[src/rtl/statetrace_decoder.sv]
// Decoder for the 2-bit up/down state trace: recovers direction, tracks position, counts illegal steps.
// Define STATETRACE_SYNC_EN to pass q_in/q_valid through a 2-flop synchroniser first (3-cycle latency).
module statetrace_decoder #(
  parameter int POS_W  = 8,
  parameter int ERRC_W = 4
) (
  input  logic              clk,
  input  logic              rst_n,
  input  logic [1:0]        q_in,
  input  logic              q_valid,
  input  logic              clr,
  output logic              dir,
  output logic              dir_valid,
  output logic              y,
  output logic              err,
  output logic [ERRC_W-1:0] err_cnt,
  output logic [POS_W-1:0]  pos
);

  typedef enum logic {WAIT_FIRST, TRACK} state_t;

  localparam logic [ERRC_W-1:0] ERRC_MAX = '1;

  logic [1:0] s_q;
  logic       s_valid;

`ifdef STATETRACE_SYNC_EN
  logic [2:0] sync_reg [0:1];

  genvar gi;
  generate
    for (gi = 0; gi < 2; gi++) begin : g_sync
      if (gi == 0) begin : g_first
        always_ff @(posedge clk or negedge rst_n) begin
          if (!rst_n) sync_reg[gi] <= '0;
          else        sync_reg[gi] <= {q_valid, q_in};
        end
      end else begin : g_rest
        always_ff @(posedge clk or negedge rst_n) begin
          if (!rst_n) sync_reg[gi] <= '0;
          else        sync_reg[gi] <= sync_reg[gi-1];
        end
      end
    end
  endgenerate

  assign s_valid = sync_reg[1][2];
  assign s_q     = sync_reg[1][1:0];
`else
  assign s_valid = q_valid;
  assign s_q     = q_in;
`endif

  state_t            state_reg;
  logic [1:0]        prev_reg;
  logic              dir_reg;
  logic              dir_valid_reg;
  logic              y_reg;
  logic              err_reg;
  logic [ERRC_W-1:0] err_cnt_reg;
  logic [POS_W-1:0]  pos_reg;
  logic [1:0]        delta;

  // Mod-4 difference falls out of the 2-bit wraparound subtraction.
  assign delta = s_q - prev_reg;

  always_ff @(posedge clk or negedge rst_n) begin
    if (!rst_n) begin
      state_reg     <= WAIT_FIRST;
      prev_reg      <= '0;
      dir_reg       <= 1'b0;
      dir_valid_reg <= 1'b0;
      y_reg         <= 1'b0;
      err_reg       <= 1'b0;
      err_cnt_reg   <= '0;
      pos_reg       <= '0;
    end else begin
      dir_valid_reg <= 1'b0;
      err_reg       <= 1'b0;
      if (clr) begin
        state_reg   <= WAIT_FIRST;
        prev_reg    <= '0;
        dir_reg     <= 1'b0;
        y_reg       <= 1'b0;
        err_cnt_reg <= '0;
        pos_reg     <= '0;
      end else if (s_valid) begin
        prev_reg <= s_q;
        y_reg    <= (s_q == 2'b11);
        case (state_reg)
          WAIT_FIRST: state_reg <= TRACK;
          TRACK: begin
            case (delta)
              2'd1: begin
                dir_reg       <= 1'b0;
                dir_valid_reg <= 1'b1;
                pos_reg       <= pos_reg + 1'b1;
              end
              2'd3: begin
                dir_reg       <= 1'b1;
                dir_valid_reg <= 1'b1;
                pos_reg       <= pos_reg - 1'b1;
              end
              default: begin
                // Q0 failed to toggle: flag it and resync on this sample.
                err_reg <= 1'b1;
                if (err_cnt_reg != ERRC_MAX) err_cnt_reg <= err_cnt_reg + 1'b1;
              end
            endcase
          end
          default: state_reg <= WAIT_FIRST;
        endcase
      end
    end
  end

  assign dir       = dir_reg;
  assign dir_valid = dir_valid_reg;
  assign y         = y_reg;
  assign err       = err_reg;
  assign err_cnt   = err_cnt_reg;
  assign pos       = pos_reg;

endmodule
[config.mk]
export PLATFORM = sky130hd
export DESIGN_NAME = statetrace_decoder
export DESIGN_NICKNAME = d
export VERILOG_FILES = /design/src/rtl/statetrace_decoder.sv
export SDC_FILE = /design/constraint.sdc
export NUM_CORES = 1
export LEC_CHECK = 0
export BUFFER_PORTS_ARGS = -buffer_cell sky130_fd_sc_hd__buf_4
export CORE_MARGIN = 10
export CORE_UTILIZATION = 50
export DETAILED_ROUTE_END_ITERATION = 12
export PLACE_DENSITY = 0.73
export SYNTH_ARGS = -nofsm -noshare
export SYNTH_HDL_FRONTEND = slang
export SYNTH_SLANG_ARGS = --single-unit
export TNS_END_PERCENT = 50
[constraint.sdc]
create_clock -name clk -period 3.07 [get_ports clk]
set_clock_uncertainty 0.1 [all_clocks]
set_input_delay 0.307 -clock clk [delete_from_list [all_inputs] [get_ports clk]]
set_output_delay 0.307 -clock clk [all_outputs]
set_load 0.02 [all_outputs]
==> run_results.csv <==
group,metric,value,unit
run_status,status,"finished, final reports clean",
power,vdd_drop_max,0.308,mV
logic_synthesis,synth_ff_type,"dfrtp_1",
clock_network,post_cts_buffers,0,
clock_network,clk_pin_slew_worst_paths,0.12,ns
worst_hold_path,hold_path_class,"in2reg",
clock_network,post_cts_resized,0,
grt,grtUsageTotal,11.5,%
clock_network,clk_latency,0.31,ns
grt,antenna_found_initial,0,
power,power-per-cell-area,383,nW/um2
routing,dr.first_iter.drc_count,34,
placement,post-place-ws,0.250,ns
timing,fmax,357,MHz
power,clockPowerShare,25.2,%
timing,slew_viol_final,0,
clock_network,cts_buffer_depth,2,
routing,postRouteAntennaNets,0,
clock_network,cts_sinks,19,
grt,gr-total-overflow,0,
finish,n_fill_cell,209,
logic_synthesis,postSynthCellCount,123,
logic_synthesis,synth.cell_area,1200,um2
finish,area_delta_synth_final,15.2,%
floorplanning,die_w,69.0,um
power,switching_power,0.169,mW
power,swShare,31.9,%
timing,worst_slew_pin_slew,0.497,ns
finish,multi_input_area,649,um2
grt,grt_pass1_vias,882,
timing,finalSetupTns,0,ns
worst_setup_path,arrival,2.91,ns
routing,wl_met2,1130,um
logic_synthesis,synthArstFlopShare,100,%
power,p_comb_share,24.3,%
worst_setup_path,cp-start-kind,"flop",
timing,fin_hold_ws,0.169,ns
finish,final_cells,172,
worst_setup_path,endpoint_kind,"flop",
worst_setup_path,required,3.18,ns
run,maxCapViolCount,0,
worst_setup_path,path_class,"reg2reg",
finish,largest_reg_flops,8,
grt,grt_pass1_wl,4200,um
timing,min_period,2.80,ns
clock_network,hold_buffers,1,
placement,io_buffers,21,
clock_network,cts_buffers,3,
routing,routed.top_layer,"met4",
floorplanning,ios,22,
placement,gp_congestion,0.914,
clock_network,cts_root_buffer,"clkbuf_4",
routing,vias,961,
routing,m1WireLength,1230,um
floorplanning,row_count,17,
floorplanning,fp.coreArea,2250,um2
placement,dpl.cell_count,167,
routing,vias_per_cell,5.59,
timing,setup_violations,0,
worst_setup_path,reg2reg_slack,0.27,ns
logic_synthesis,synth_edf_count,0,
routing,dr.pass1.iters,4,
power,p_leak,0.672,nW
logic_synthesis,synth.avg_cell_area,9.75,um2
floorplanning,die_area,4760,um2
logic_synthesis,synth_cell_types,42,
logic_synthesis,ys_warn_count,0,
floorplanning,dieHeight,69.0,um
finish,post-route-util,61.3,%
timing,finalHoldViolations,0,
routing,wl_per_cell,15.0,um
timing,min_period_over_period,91.1,%
routing,finalWirelength,2580,um
timing,setup_slack,0.272,ns
power,pwr-share-seq,50.5,%
power,power.internal,0.360,mW
logic_synthesis,syn_nets,135,
clock_network,cts_tree,"yes",
routing,drc_errors,0,
routing,wl_met3,174,um
floorplanning,start_util,53.2,%
logic_synthesis,ys_seq_area_share,39.7,%
grt,grt_max_degree,24,
worst_setup_path,crit_fanout,9,
finish,area.sequential,475,um2
clock_network,htree_levels,1,
finish,n_antenna_cell,0,
timing,relSlewSlack,66.7,%
finish,drive_above_1_share,22.2,%
placement,place.detailed.hpwl,1850,um
timing,rsz0062_at_grt,"no",
logic_synthesis,synth-seq-cells,19,
finish,final_nets,157,
[layer usage]
metal | global-route usage [%] | vias to the layer above
li1 | - | 487
met1 | 15.2 | 447
met2 | 16.6 | 22
met3 | 3.06 | 5
met4 | 5.91 | 0
met5 | 0 | -
[final timing paths]
| path | start | endpoint | cells after the start |
|---|---|---|---|
| hold reg to reg | y | y | 2 |
| max in group asynchronous | rst_n | err_cnt[0] | 2 |
| min in group asynchronous | rst_n | pos[5] | 2 |
| hold / removal | q_in[0] | y | 3 |
| setup / recovery | prev_reg[0] | pos[7] | 9 |
| setup reg to reg | prev_reg[0] | pos[7] | 9 |
[power by group through the flow]
stage	clock (mW)	sequential (mW)	combinational [mW]
floorplan	0	0.277	0.0880
global placement	0	0.271	0.124
detailed placement	0	0.272	0.126
CTS	0.137	0.267	0.128
global route	0.143	0.268	0.141
finish	0.133	0.267	0.128
[area by class of cell]
cell class              instances  area share (%)
well taps                      28            2.54
multi-input cells              94            47.0
repair buffers                 24            13.2
clock inverters                 1           0.362
flip-flops and latches         19            34.4
inverters                       3           0.815
clock buffers                   3            1.63
[per-stage QoR]
stage	area [um2]	power [mW]
global placement	1340	0.395
global route	1380	0.552
CTS	1380	0.532
finish	1380	0.529
detailed placement	1340	0.398
floorplan	1200	0.365
[kinds of logic (layout without fill, tap and decap cells)]
kind of cell | Yosys count | after routing | synth area share (%)
and+or+nand+nor | 47 | 47 | 19.6
AOI/OAI and AO/OA | 25 | 25 | 14.5
DFF | 19 | 19 | 39.7
buffers and inverters | 10 | 31 | 6.16
xor gates and xnor gates | 9 | 9 | 7.83
adders and majority gates | 7 | 7 | 7.10
muxes | 6 | 6 | 5.11
[placed cells by master (no fill, tap or decap), drive strengths merged, types with 4 or more instances in the layout]
cell type / synthesis / final
nor2: 21 / 21
nand3b: 4 / 4
a21oi: 6 / 6
nand2: 7 / 7
buf: 3 / 23
mux2i: 5 / 5
dfrtp: 19 / 19
xor2: 5 / 5
ha: 6 / 6
[Yosys cell counts (all sizes together), types with 2 or more instances]
| cell | count | area, um2 |
|---|---|---|
| a211oi | 3 | 22.5 |
| a21oi | 6 | 30.0 |
| a31oi | 2 | 12.5 |
| buf | 3 | 27.5 |
| clkbuf | 4 | 35.0 |
| dfrtp | 19 | 475 |
| ha | 6 | 75.1 |
| inv | 3 | 11.3 |
| mux2i | 5 | 50.1 |
| nand2 | 7 | 26.3 |
| nand3 | 3 | 15.0 |
| nand3b | 4 | 30.0 |
| nand4 | 2 | 12.5 |
| nor2 | 21 | 86.3 |
| nor3 | 2 | 10.0 |
| o21ai | 2 | 10.0 |
| o22ai | 2 | 12.5 |
| or2 | 2 | 12.5 |
| xnor2 | 3 | 26.3 |
| xor2 | 5 | 43.8 |
[worst max-delay path, stage by stage (launching register included)]
cell,delay (ns)
dfrtp_1,0.40
ha_1,0.19
xnor3_2,0.25
nor2_4,0.23
ha_1,0.36
nor2_1,0.11
o311ai_1,0.33
o211ai_1,0.13
a41oi_1,0.27
mux2_1,0.34
(Power assumes the default switching activity.)
